## config.mk

```make
export PLATFORM = sky130hd
export DESIGN_NAME = lut_sweep_ctrl
export DESIGN_NICKNAME = d
export VERILOG_FILES = /design/src/rtl/lut_sweep_pkg.sv /design/src/rtl/lut_expect.sv /design/src/rtl/lut_sweep_ctrl.sv
export SDC_FILE = /design/constraint.sdc
export NUM_CORES = 1
export LEC_CHECK = 0
export CAP_MARGIN = 10
export CELL_PAD_IN_SITES_DETAIL_PLACEMENT = 1
export CELL_PAD_IN_SITES_GLOBAL_PLACEMENT = 2
export CORE_ASPECT_RATIO = 2
export CORE_UTILIZATION = 33
export DETAILED_ROUTE_END_ITERATION = 8
export PLACE_DENSITY_LB_ADDON = 0.1
export SETUP_SLACK_MARGIN = 0.2
export SLEW_MARGIN = 15
export SYNTH_ARGS = -nofsm -noshare
export SYNTH_HDL_FRONTEND = slang
export SYNTH_SLANG_ARGS = --single-unit
```

## constraint.sdc

```tcl
create_clock -name clk -period 4.9 [get_ports clk]
set_clock_uncertainty 0.2 [all_clocks]
set_input_delay 0.98 -clock clk [delete_from_list [all_inputs] [get_ports clk]]
set_output_delay 0.98 -clock clk [all_outputs]
set_load 0.02 [all_outputs]
```

## src/rtl/lut_sweep_pkg.sv

```systemverilog
// Shared types and constants for the exhaustive LUT sweep controller.
package lut_sweep_pkg;

  typedef enum logic [1:0] {
    ST_IDLE  = 2'd0,
    ST_RUN   = 2'd1,
    ST_DRAIN = 2'd2,
    ST_DONE  = 2'd3
  } state_e;

  localparam int unsigned EXP_OR  = 0;
  localparam int unsigned EXP_AND = 1;
  localparam int unsigned EXP_XOR = 2;
  localparam int unsigned EXP_NOR = 3;

  localparam int unsigned DRAIN_CYCLES = 2;

endpackage

```

## src/rtl/lut_expect.sv

```systemverilog
// Combinational reference function for the LUT under test, selected by EXP_MODE.
module lut_expect
  import lut_sweep_pkg::*;
#(
  parameter int unsigned N_IN     = 10,
  parameter int unsigned EXP_MODE = EXP_OR
) (
  input  logic [N_IN-1:0] addr,
  output logic            exp_bit
);

  generate
    if (EXP_MODE == EXP_OR) begin : g_or
      assign exp_bit = |addr;
    end else if (EXP_MODE == EXP_AND) begin : g_and
      assign exp_bit = &addr;
    end else if (EXP_MODE == EXP_XOR) begin : g_xor
      assign exp_bit = ^addr;
    end else if (EXP_MODE == EXP_NOR) begin : g_nor
      assign exp_bit = ~|addr;
    end else begin : g_bad
      $error("lut_expect: unsupported EXP_MODE %0d", EXP_MODE);
      assign exp_bit = 1'b0;
    end
  endgenerate

endmodule

```

## src/rtl/lut_sweep_ctrl.sv

```systemverilog
// Walks every LUT address once, samples the LUT through a two-stage pipeline
// and accumulates ones, mismatches and the first failing address.
module lut_sweep_ctrl
  import lut_sweep_pkg::*;
#(
  parameter int unsigned N_IN     = 10,
  parameter int unsigned EXP_MODE = EXP_OR
) (
  input  logic            clk,
  input  logic            rst,
  input  logic            start,
  input  logic            abort,
  output logic [N_IN-1:0] lut_i,
  input  logic            lut_o,
  output logic            busy,
  output logic            done,
  output logic            pass,
  output logic [N_IN:0]   ones_cnt,
  output logic [N_IN:0]   err_cnt,
  output logic [N_IN-1:0] first_err_addr,
  output logic            first_err_valid
);

  localparam int unsigned CW = N_IN + 1;
  localparam int unsigned DW = (DRAIN_CYCLES > 1) ? $clog2(DRAIN_CYCLES) : 1;
  localparam logic [N_IN-1:0] ADDR_LAST = {N_IN{1'b1}};

  state_e          state_q, state_d;
  logic [N_IN-1:0] addr_q, addr_d;
  logic [DW-1:0]   drain_q, drain_d;
  logic            s1_valid_q, s1_valid_d;
  logic            s1_bit_q, s1_bit_d;
  logic [N_IN-1:0] s1_addr_q, s1_addr_d;
  logic [CW-1:0]   ones_q, ones_d;
  logic [CW-1:0]   err_q, err_d;
  logic [N_IN-1:0] ferr_addr_q, ferr_addr_d;
  logic            ferr_valid_q, ferr_valid_d;
  logic            busy_q, busy_d;
  logic            done_q, done_d;
  logic            pass_q, pass_d;
  logic            exp_bit;

  lut_expect #(
    .N_IN     (N_IN),
    .EXP_MODE (EXP_MODE)
  ) u_expect (
    .addr    (s1_addr_q),
    .exp_bit (exp_bit)
  );

  // Next-state, pipeline and counter logic.
  always_comb begin
    state_d      = state_q;
    addr_d       = addr_q;
    drain_d      = drain_q;
    s1_valid_d   = 1'b0;
    s1_bit_d     = lut_o;
    s1_addr_d    = addr_q;
    ones_d       = ones_q;
    err_d        = err_q;
    ferr_addr_d  = ferr_addr_q;
    ferr_valid_d = ferr_valid_q;
    busy_d       = busy_q;
    done_d       = done_q;
    pass_d       = pass_q;

    // Stage 2: account the address captured on the previous edge.
    if (s1_valid_q && !abort) begin
      if (s1_bit_q) ones_d = ones_q + CW'(1);
      if (s1_bit_q != exp_bit) begin
        err_d = err_q + CW'(1);
        if (!ferr_valid_q) begin
          ferr_addr_d  = s1_addr_q;
          ferr_valid_d = 1'b1;
        end
      end
    end

    unique case (state_q)
      ST_IDLE, ST_DONE: begin
        if (start && !abort) begin
          state_d      = ST_RUN;
          addr_d       = '0;
          ones_d       = '0;
          err_d        = '0;
          ferr_addr_d  = '0;
          ferr_valid_d = 1'b0;
          pass_d       = 1'b0;
          done_d       = 1'b0;
          busy_d       = 1'b1;
        end
      end
      ST_RUN: begin
        if (abort) begin
          state_d = ST_IDLE;
          busy_d  = 1'b0;
          done_d  = 1'b0;
          pass_d  = 1'b0;
        end else begin
          s1_valid_d = 1'b1;
          if (addr_q == ADDR_LAST) begin
            state_d = ST_DRAIN;
            drain_d = '0;
          end else begin
            addr_d = addr_q + N_IN'(1);
          end
        end
      end
      ST_DRAIN: begin
        if (abort) begin
          state_d = ST_IDLE;
          busy_d  = 1'b0;
          done_d  = 1'b0;
          pass_d  = 1'b0;
        end else if (drain_q == DW'(DRAIN_CYCLES - 1)) begin
          state_d = ST_DONE;
          busy_d  = 1'b0;
          done_d  = 1'b1;
          pass_d  = (err_d == '0);
        end else begin
          drain_d = drain_q + DW'(1);
        end
      end
      default: state_d = ST_IDLE;
    endcase
  end

  always_ff @(posedge clk) begin
    if (rst) begin
      state_q      <= ST_IDLE;
      addr_q       <= '0;
      drain_q      <= '0;
      s1_valid_q   <= 1'b0;
      s1_bit_q     <= 1'b0;
      s1_addr_q    <= '0;
      ones_q       <= '0;
      err_q        <= '0;
      ferr_addr_q  <= '0;
      ferr_valid_q <= 1'b0;
      busy_q       <= 1'b0;
      done_q       <= 1'b0;
      pass_q       <= 1'b0;
    end else begin
      state_q      <= state_d;
      addr_q       <= addr_d;
      drain_q      <= drain_d;
      s1_valid_q   <= s1_valid_d;
      s1_bit_q     <= s1_bit_d;
      s1_addr_q    <= s1_addr_d;
      ones_q       <= ones_d;
      err_q        <= err_d;
      ferr_addr_q  <= ferr_addr_d;
      ferr_valid_q <= ferr_valid_d;
      busy_q       <= busy_d;
      done_q       <= done_d;
      pass_q       <= pass_d;
    end
  end

  assign lut_i           = addr_q;
  assign busy            = busy_q;
  assign done            = done_q;
  assign pass            = pass_q;
  assign ones_cnt        = ones_q;
  assign err_cnt         = err_q;
  assign first_err_addr  = ferr_addr_q;
  assign first_err_valid = ferr_valid_q;

endmodule

```

==> flow_summary.toml, run 1 <==
[status]
status = "finished, final reports clean"

[route]
routed_wl_microns = 6946
via_per_inst = 5.064
vias = 2370
drt-pass1-iter-count = 4
dr.first_iter.drc_count = 39
final_antenna_net_count = 0
drc_errors = 0
wire_per_inst_microns = 14.84

[global_route]
antenna_found_initial = 0
track_usage_pct = 18.01
overflow = 0
grt_start_max_net_pins = 34
grt_pass1_wl_microns = 11720
first_global_vias = 2441

[logic_synthesis]
synth_top_area_share_pct = 44.98
synth-async-reset-ratio_pct = 0
synth_seq_area_share_pct = 44.98
syn_inst = 315
yosysMostFrequentCell = "dfxtp_1"
ys_top_cells_by_count = "dfxtp_1, nor2_1, nand2_1, a21oi_1, o21ai_0"
synth.largest_area_cell = "dfxtp_1"
yosys_register_bits = 61
synth_area_leaders = "dfxtp_1, xor2_1, nor2_1"
syn_area_per_cell_sq_um = 8.619
synth_cell_type_count = 39
ys.flop_type = "dfxtp_1"
synth.yosys.warnings = 0
synth_nets = 325
synth_edf_count = 0
synth_area_sq_mm = 0.002715

[die]
die_y_microns = 130.3
dieArea_sq_mm = 0.008616
start_util_pct = 34.18
fp-row-count = 46
pin_count = 51
die_w_microns = 66.14
core_sq_mm = 0.007943

[sta]
finalCritPeriodShare_pct = 65.93
slew_viol_final = 0
setup_ws_ns = 1.669
hold_viol_final = 0
fmax_mhz = 309.5
period_minus_slack_ns = 3.231
fin_setup_tns_ns = 0
slew_headroom_pct = 35.67
tightest_slew_ns = 0.9631
setup_violations = 0
rsz0062_at_grt = "no"

[hold_path]
worstHoldPathType = "flop to flop"
hold_end = "first_err_addr[0]$_SDFF_PP0_"
min_path_cells = 2
hp-start = "s1_addr_q[0]$_SDFF_PP0_"

[placed_design]
port_buffers = 50
dp_cells = 452
pre_cts_ws_ns = 1.289
hpwl_microns = 5107
gp_congestion = 0.8023
place_area_sq_mm = 0.003313

[clocking]
clock_latency_ns = 0.33
htree_levels = 3
cts_root_buf = "clkbuf_16"
tritoncts = "done"
cts.clk_slew.worst_paths_ns = 0.05
postCtsHoldBufs = 0
cts_resized = 0
cts_buffer_depth = 2
postCtsSetupRepairBufs = 0
cts_buffers = 9
cts_sinks = 61

[power_and_ir_drop]
peakVddDrop_mv = 0.2588
p_leak_uw = 0.001273
p_per_area_mw_per_mm2 = 325.6

[setup_path]
cp_max_fo = 12
worstReg2RegStart = "s1_addr_q[5]$_SDFF_PP0_"
arrival_ns = 3.30
r2r_cells = 7
r2r_slack_ns = 2.14
path_class = "input port to flop"
r2r-end = "first_err_addr[1]$_SDFF_PP0_"
endpoint_kind = "flop"
start_kind = "input port"
cp.required_ns = 4.97

[cells_and_area]
stdcell_count = 468
postLayoutCoreUtil_pct = 45.24
diodes = 0
drive_gt1_share_pct = 6.720
syn2layout_area_growth_pct = 32.35
finalInstanceArea_sq_mm = 0.003593
fin_nets = 377

[job]
drv_cap = 0
## through the flow
step                hold WS, ns  total power, uW
CTS                      0.2600             1186
finish                   0.2536             1170
floorplan                0.2264            567.5
global route             0.2837             1221
detailed placement       0.2526            594.5
global placement         0.2447            594.1
## cell type report
| type | count | area [sq um] |
|---|---|---|
| Multi-Input combinational cell | 235 | 1423 |
| Inverter | 7 | 26.28 |
| Clock inverter | 3 | 20.02 |
| Timing Repair Buffer | 53 | 523.0 |
| Fill cell | 957 | 4349 |
| Clock buffer | 13 | 260.3 |
| Sequential cell | 61 | 1221 |
| Tap cell | 96 | 120.1 |
## power breakdown
| group | total [uW] | switching, uW | internal [uW] | leakage (uW) |
|---|---|---|---|---|
| Clock | 587 | 219 | 369 | 0.000132 |
| Combinational | 75.3 | 47.8 | 27.6 | 0.000649 |
| Sequential | 507 | 5.02 | 502 | 0.000492 |
| Total | 1170 | 271 | 898 | 0.00127 |
## worst max-delay path, stage by stage
cell and delay, ns:
clkdlybuf4s50_1 0.57, nor2b_1 0.23, and2_1 0.30, mux2i_2 0.24
or4_1 0.56, a22oi_1 0.23, a31o_1 0.18
## flip-flops by register name, summed over array words and instances (netlist names)
signal           cells
pass                 1
drain_q              1
s1_addr_q           10
state_q              2
ones_cnt            11
s1_valid_q           1
s1_bit_q             1
done                 1
first_err_valid      1
lut_i               10
err_cnt             11
first_err_addr      10
busy                 1
## kinds of logic after synthesis
kind of cell / after synthesis / share of synthesized area, %
adder cells (fa/ha/maj): 5 / 2.304
AND/OR/NAND/NOR: 144 / 27.93
XOR/XNOR: 25 / 8.065
buffers and inverters: 19 / 2.903
flip-flops: 61 / 44.98
AO/OA/AOI/OAI: 56 / 11.98
multiplexers: 5 / 1.843
## per-layer routing
| layer | up-vias | global-route usage (%) | wire (microns) |
|---|---|---|---|
| met1 | 1125 | 18.80 | 2738 |
| met2 | 38 | 32.05 | 3814 |
| met5 | - | 0 | 0 |
| met4 | 0 | 10.14 | 191 |
| met3 | 12 | 4.283 | 203 |
| li1 | 1195 | - | - |
## worst max-delay path by stage
| stage | startpoint | end | slack (ns) | cells past startpoint |
|---|---|---|---|---|
| CTS | abort | pass$_SDFFE_PP0P_ | 1.64 | 7 |
| global placement | abort | pass$_SDFFE_PP0P_ | 1.37 | 7 |
| global route | abort | err_cnt[6]$_SDFF_PP0_ | 1.43 | 8 |
| finish | abort | pass$_SDFFE_PP0P_ | 1.67 | 7 |
| floorplan | abort | pass$_SDFFE_PP0P_ | 2.04 | 9 |
| detailed placement | abort | pass$_SDFFE_PP0P_ | 1.29 | 7 |
## layout by cell type (no fill, tap or decap), types with 2 or more instances in the layout
cell,n
nand2_1,28
clkbuf_1,2
xor2_1,17
nor4_4,2
clkdlybuf4s50_1,50
nor2_1,38
a21oi_1,23
nand4_1,6
mux2i_1,4
and2_1,3
buf_4,3
dfxtp_1,61
nor3_1,7
xnor2_1,8
clkbuf_16,9
clkbuf_8,2
o31ai_1,3
clkinvlp_4,2
o21ai_0,18
nand3b_1,3
and3_1,8
nand2b_1,5
or4_1,5
ha_1,5
nand3_1,11
inv_1,7
nor2b_1,14
a21o_1,2
or3_1,8
nor4_1,3
(Power assumes the default switching activity.)
==> run 2: changes to the inputs <==
--- a/config.mk
+++ b/config.mk
@@ -9,7 +9,7 @@
 export CELL_PAD_IN_SITES_DETAIL_PLACEMENT = 1
 export CELL_PAD_IN_SITES_GLOBAL_PLACEMENT = 2
 export CORE_ASPECT_RATIO = 2
-export CORE_UTILIZATION = 33
+export CORE_UTILIZATION = 31
 export DETAILED_ROUTE_END_ITERATION = 8
 export PLACE_DENSITY_LB_ADDON = 0.1
 export SETUP_SLACK_MARGIN = 0.2
==> constraint.sdc (replaced) <==
create_clock -name clk -period 3 [get_ports clk]
set_clock_uncertainty 0.2 [all_clocks]
set_input_delay 0.6 -clock clk [delete_from_list [all_inputs] [get_ports clk]]
set_output_delay 0.6 -clock clk [all_outputs]
set_load 0.02 [all_outputs]
==> flow_summary.toml, run 2 (synthesis gave the netlist of run 1 again) <==
[status]
status = "finished, final reports clean"

[cells_and_area]
mostFrequentLayoutCell = "dfxtp_1"
drive_gt1_share_pct = 8.971
layout_common_cells = "dfxtp_1, clkdlybuf4s50_1, nor2_1, nand2_1, a21oi_1"
syn2layout_area_growth_pct = 35.25
diodes = 0
fin_nets = 384

[setup_path]
crit_start = "s1_addr_q[5]$_SDFF_PP0_"
endpoint_kind = "flop"
path_class = "flop to flop"
arrival_ns = 2.68
cp_max_fo = 17
cp.required_ns = 3.07
start_kind = "flop"
worstReg2RegStart = "s1_addr_q[5]$_SDFF_PP0_"

[global_route]
grt_pass1_wl_microns = 11570
overflow = 0
track_usage_pct = 17.28
grt_start_max_net_pins = 34
first_global_vias = 2356
antenna_found_initial = 0

[route]
drt-pass1-iter-count = 4
final_antenna_net_count = 0
routed_wl_microns = 7089
drc_errors = 0
vias = 2434
dr.first_iter.drc_count = 116
wire_per_inst_microns = 14.80
via_per_inst = 5.081

[hold_path]
worstHoldPathType = "flop to flop"
hp-start = "s1_addr_q[2]$_SDFF_PP0_"

[die]
die_y_microns = 134.4
start_util_pct = 31.61
core_sq_mm = 0.008588
fp-row-count = 48
dieArea_sq_mm = 0.009159
die_w_microns = 68.18
pin_count = 51

[sta]
period_minus_slack_ns = 2.604
fin_setup_tns_ns = 0
slew_headroom_pct = 69.52
tightest_slew_ns = 0.4566
hold_viol_final = 0
setup_violations = 0
slew_viol_final = 0
fmax_mhz = 384.1
whs_ns = 0.2480
finalCritPeriodShare_pct = 86.79
rsz0062_at_grt = "no"

[power_and_ir_drop]
p_leak_uw = 0.001317
peakVddDrop_mv = 0.2771
p_per_area_mw_per_mm2 = 544.3

[clocking]
cts_root_buf = "clkbuf_16"
cts_buffers = 9
cts.clk_slew.worst_paths_ns = 0.06
clock_latency_ns = 0.33
postCtsSetupRepairBufs = 0
tritoncts = "done"
cts_resized = 0
htree_levels = 3
cts_buffer_depth = 2
postCtsHoldBufs = 0
cts_sinks = 61

[placed_design]
gp_congestion = 0.7917
port_buffers = 50
hpwl_microns = 5267

[job]
drv_cap = 0
==> run 2: cell count changes in the layout (fill, tap and decap cells not counted), sizes merged <==
cell and change:
buf +7, bufinv +1, clkbuf -4, clkinv +3
==> run 2: metrics by stage <==
| step | util (%) | cells | setup slack [ns] | instance area (sq um) | total power [uW] |
|---|---|---|---|---|---|
| floorplan | - | 315 | 0.5154 | 2715 | 926.8 |
| global placement | 39.25 | 463 | 0.1773 | 3371 | 981.3 |
| detailed placement | 39.25 | 463 | 0.09797 | 3371 | 982.0 |
| CTS | 42.76 | 479 | 0.3692 | 3672 | 2035 |
| global route | 42.76 | 479 | 0.2043 | 3672 | 2080 |
| finish | 42.76 | 479 | 0.3964 | 3672 | 1999 |
==> run 2: where the power goes <==
group | internal, uW | switching, uW
clock | 645 | 392
sequential | 819 | 8.09
combinational | 51.7 | 83.5
total | 1520 | 483
==> run 2: worst max-delay path: stages, from the launching register on <==
cell and delay (ns):
dfxtp_1 0.31, or4_4 0.55, nor4_4 0.31, mux2i_2 0.36, buf_4 0.28, nor2_1 0.10
o311ai_1 0.27, a31o_1 0.17
==> run 2: final timing paths <==
check	to	slack, ns	cells past startpoint
max	pass$_SDFFE_PP0P_	0.40	7
min	first_err_addr[2]$_SDFF_PP0_	0.25	2
max reg2reg	pass$_SDFFE_PP0P_	0.40	7
min reg2reg	first_err_addr[2]$_SDFF_PP0_	0.25	2
==> run 2: final cells by class <==
cell class                      count  area, sq um
Clock buffer                        9        225.2
Clock inverter                      7        76.32
Fill cell                        1022         4916
Inverter                            7        26.28
Multi-Input combinational cell    235         1423
Sequential cell                    61         1221
Tap cell                          100        125.1
Timing Repair Buffer               60        575.6
==> run 2: layer usage <==
layer  part of all wire, %  vias up  GRT usage (%)
li1                      -     1212              -
met2                    56       39          30.77
met3                   2.6        8          4.422
met1                    39     1175          17.72
met5                     0        -              0
met4                   1.9        0          8.333
==> run 3: changes to the inputs <==
--- a/config.mk
+++ b/config.mk
@@ -6,9 +6,9 @@
 export NUM_CORES = 1
 export LEC_CHECK = 0
 export CAP_MARGIN = 10
-export CELL_PAD_IN_SITES_DETAIL_PLACEMENT = 1
+export CELL_PAD_IN_SITES_DETAIL_PLACEMENT = 2
 export CELL_PAD_IN_SITES_GLOBAL_PLACEMENT = 2
-export CORE_ASPECT_RATIO = 2
+export CORE_ASPECT_RATIO = 1.2
 export CORE_UTILIZATION = 31
 export DETAILED_ROUTE_END_ITERATION = 8
 export PLACE_DENSITY_LB_ADDON = 0.1
==> flow_summary.toml, run 3 (synthesis gave the netlist of run 1 again) <==
[global_route]
track_usage_pct = 17.37
grt_pass1_wl_microns = 12330
first_global_vias = 2555
overflow = 0
antenna_found_initial = 0
grt_start_max_net_pins = 21

[route]
dr.first_iter.drc_count = 75
routed_wl_microns = 7194
drt-pass1-iter-count = 4
vias = 2419
wire_per_inst_microns = 14.45
final_antenna_net_count = 0
drc_errors = 0
via_per_inst = 4.857

[die]
core_sq_mm = 0.008518
pin_count = 51
die_y_microns = 104.5
dieArea_sq_mm = 0.009138
die_w_microns = 87.43
start_util_pct = 31.87
fp-row-count = 37

[cells_and_area]
diodes = 0
mostFrequentLayoutCell = "dfxtp_1"
finalInstanceArea_sq_mm = 0.003606
drive_gt1_share_pct = 9.449
layout_common_cells = "dfxtp_1, clkdlybuf4s50_1, nor2_1, nand2_1, a21oi_1"
fin_nets = 386
fillers = 989
stdcell_count = 498
syn2layout_area_growth_pct = 32.81
postLayoutCoreUtil_pct = 42.33

[setup_path]
endpoint_kind = "flop"
cp.required_ns = 3.05
cp_max_fo = 8
r2r_slack_ns = 0.39
arrival_ns = 2.66
start_kind = "flop"
path_class = "flop to flop"

[placed_design]
dp_cells = 482
place_area_sq_mm = 0.003407
gp_congestion = 0.7536
hpwl_microns = 5302
port_buffers = 50

[power_and_ir_drop]
p_per_area_mw_per_mm2 = 472.6
p_total_uw = 1704
p_leak_uw = 0.001276
peakVddDrop_mv = 0.1881

[sta]
hold_viol_final = 0
fin_setup_tns_ns = 0
rsz0062_at_grt = "no"
slew_headroom_pct = 68.58
fmax_mhz = 382.8
finalCritPeriodShare_pct = 87.07
slew_viol_final = 0
period_minus_slack_ns = 2.612
tightest_slew_ns = 0.4621
setup_violations = 0

[clocking]
postCtsSetupRepairBufs = 0
htree_levels = 3
cts_resized = 0
postCtsHoldBufs = 0
cts.clk_slew.worst_paths_ns = 0.08
cts_buffer_depth = 2
tritoncts = "done"
cts_buffers = 9
cts_root_buf = "clkbuf_8"
cts_sinks = 61
clock_latency_ns = 0.35

[status]
status = "finished, final reports clean"

[hold_path]
worstHoldPathType = "flop to flop"

[job]
drv_cap = 0
-- run 3: report_power, final --
| group | switching (uW) | total (uW) | leakage (uW) | internal (uW) |
|---|---|---|---|---|
| Combinational | 83.4 | 137 | 0.000693 | 53.2 |
| Sequential | 8.12 | 826 | 0.000492 | 818 |
| Clock | 356 | 741 | 0.0000918 | 385 |
| Total | 447 | 1700 | 0.00128 | 1260 |
-- run 3: worst max-delay path: stages (launching register included) --
cell	delay, ns
dfxtp_1	0.32
or4_4	0.55
nor4_4	0.31
mux2i_2	0.49
buf_4	0.24
or3_1	0.11
a22oi_1	0.06
a31o_1	0.22
-- run 3: area by class of cell --
class | count | area (sq um) | area share (%)
Sequential cell | 61 | 1221 | 33.87
Tap cell | 117 | 146.4 | 4.060
Timing Repair Buffer | 62 | 590.6 | 16.38
Inverter | 7 | 26.28 | 0.7287
Multi-Input combinational cell | 235 | 1423 | 39.45
Clock inverter | 7 | 75.07 | 2.082
Clock buffer | 9 | 123.9 | 3.435
-- run 3: metrics by stage --
stage                     worst slack [ns]  hold slack, ns
after floorplan                     0.5154          0.2264
after global placement              0.2322          0.2462
after detailed placement            0.1916          0.2472
after CTS                           0.3363          0.2577
after global routing                0.2402          0.2753
final                               0.3879          0.2571
-- run 3: worst paths after layout --
check,start,endpoint,cells past startpoint
hold reg to reg,s1_addr_q[1]$_SDFF_PP0_,first_err_addr[1]$_SDFF_PP0_,2
setup / recovery,s1_addr_q[5]$_SDFF_PP0_,pass$_SDFFE_PP0P_,7
hold / removal,s1_addr_q[1]$_SDFF_PP0_,first_err_addr[1]$_SDFF_PP0_,2
setup reg to reg,s1_addr_q[5]$_SDFF_PP0_,pass$_SDFFE_PP0P_,7
-- run 3: per-layer routing --
metal	share of wire [%]	vias to the layer above	wire [microns]	global-route usage [%]
met3	3.2	11	233	4.365
met4	2.0	0	144	6.674
met2	50	36	3577	28.63
met1	45	1162	3238	21.41
li1	-	1210	-	-
met5	0	-	0	0
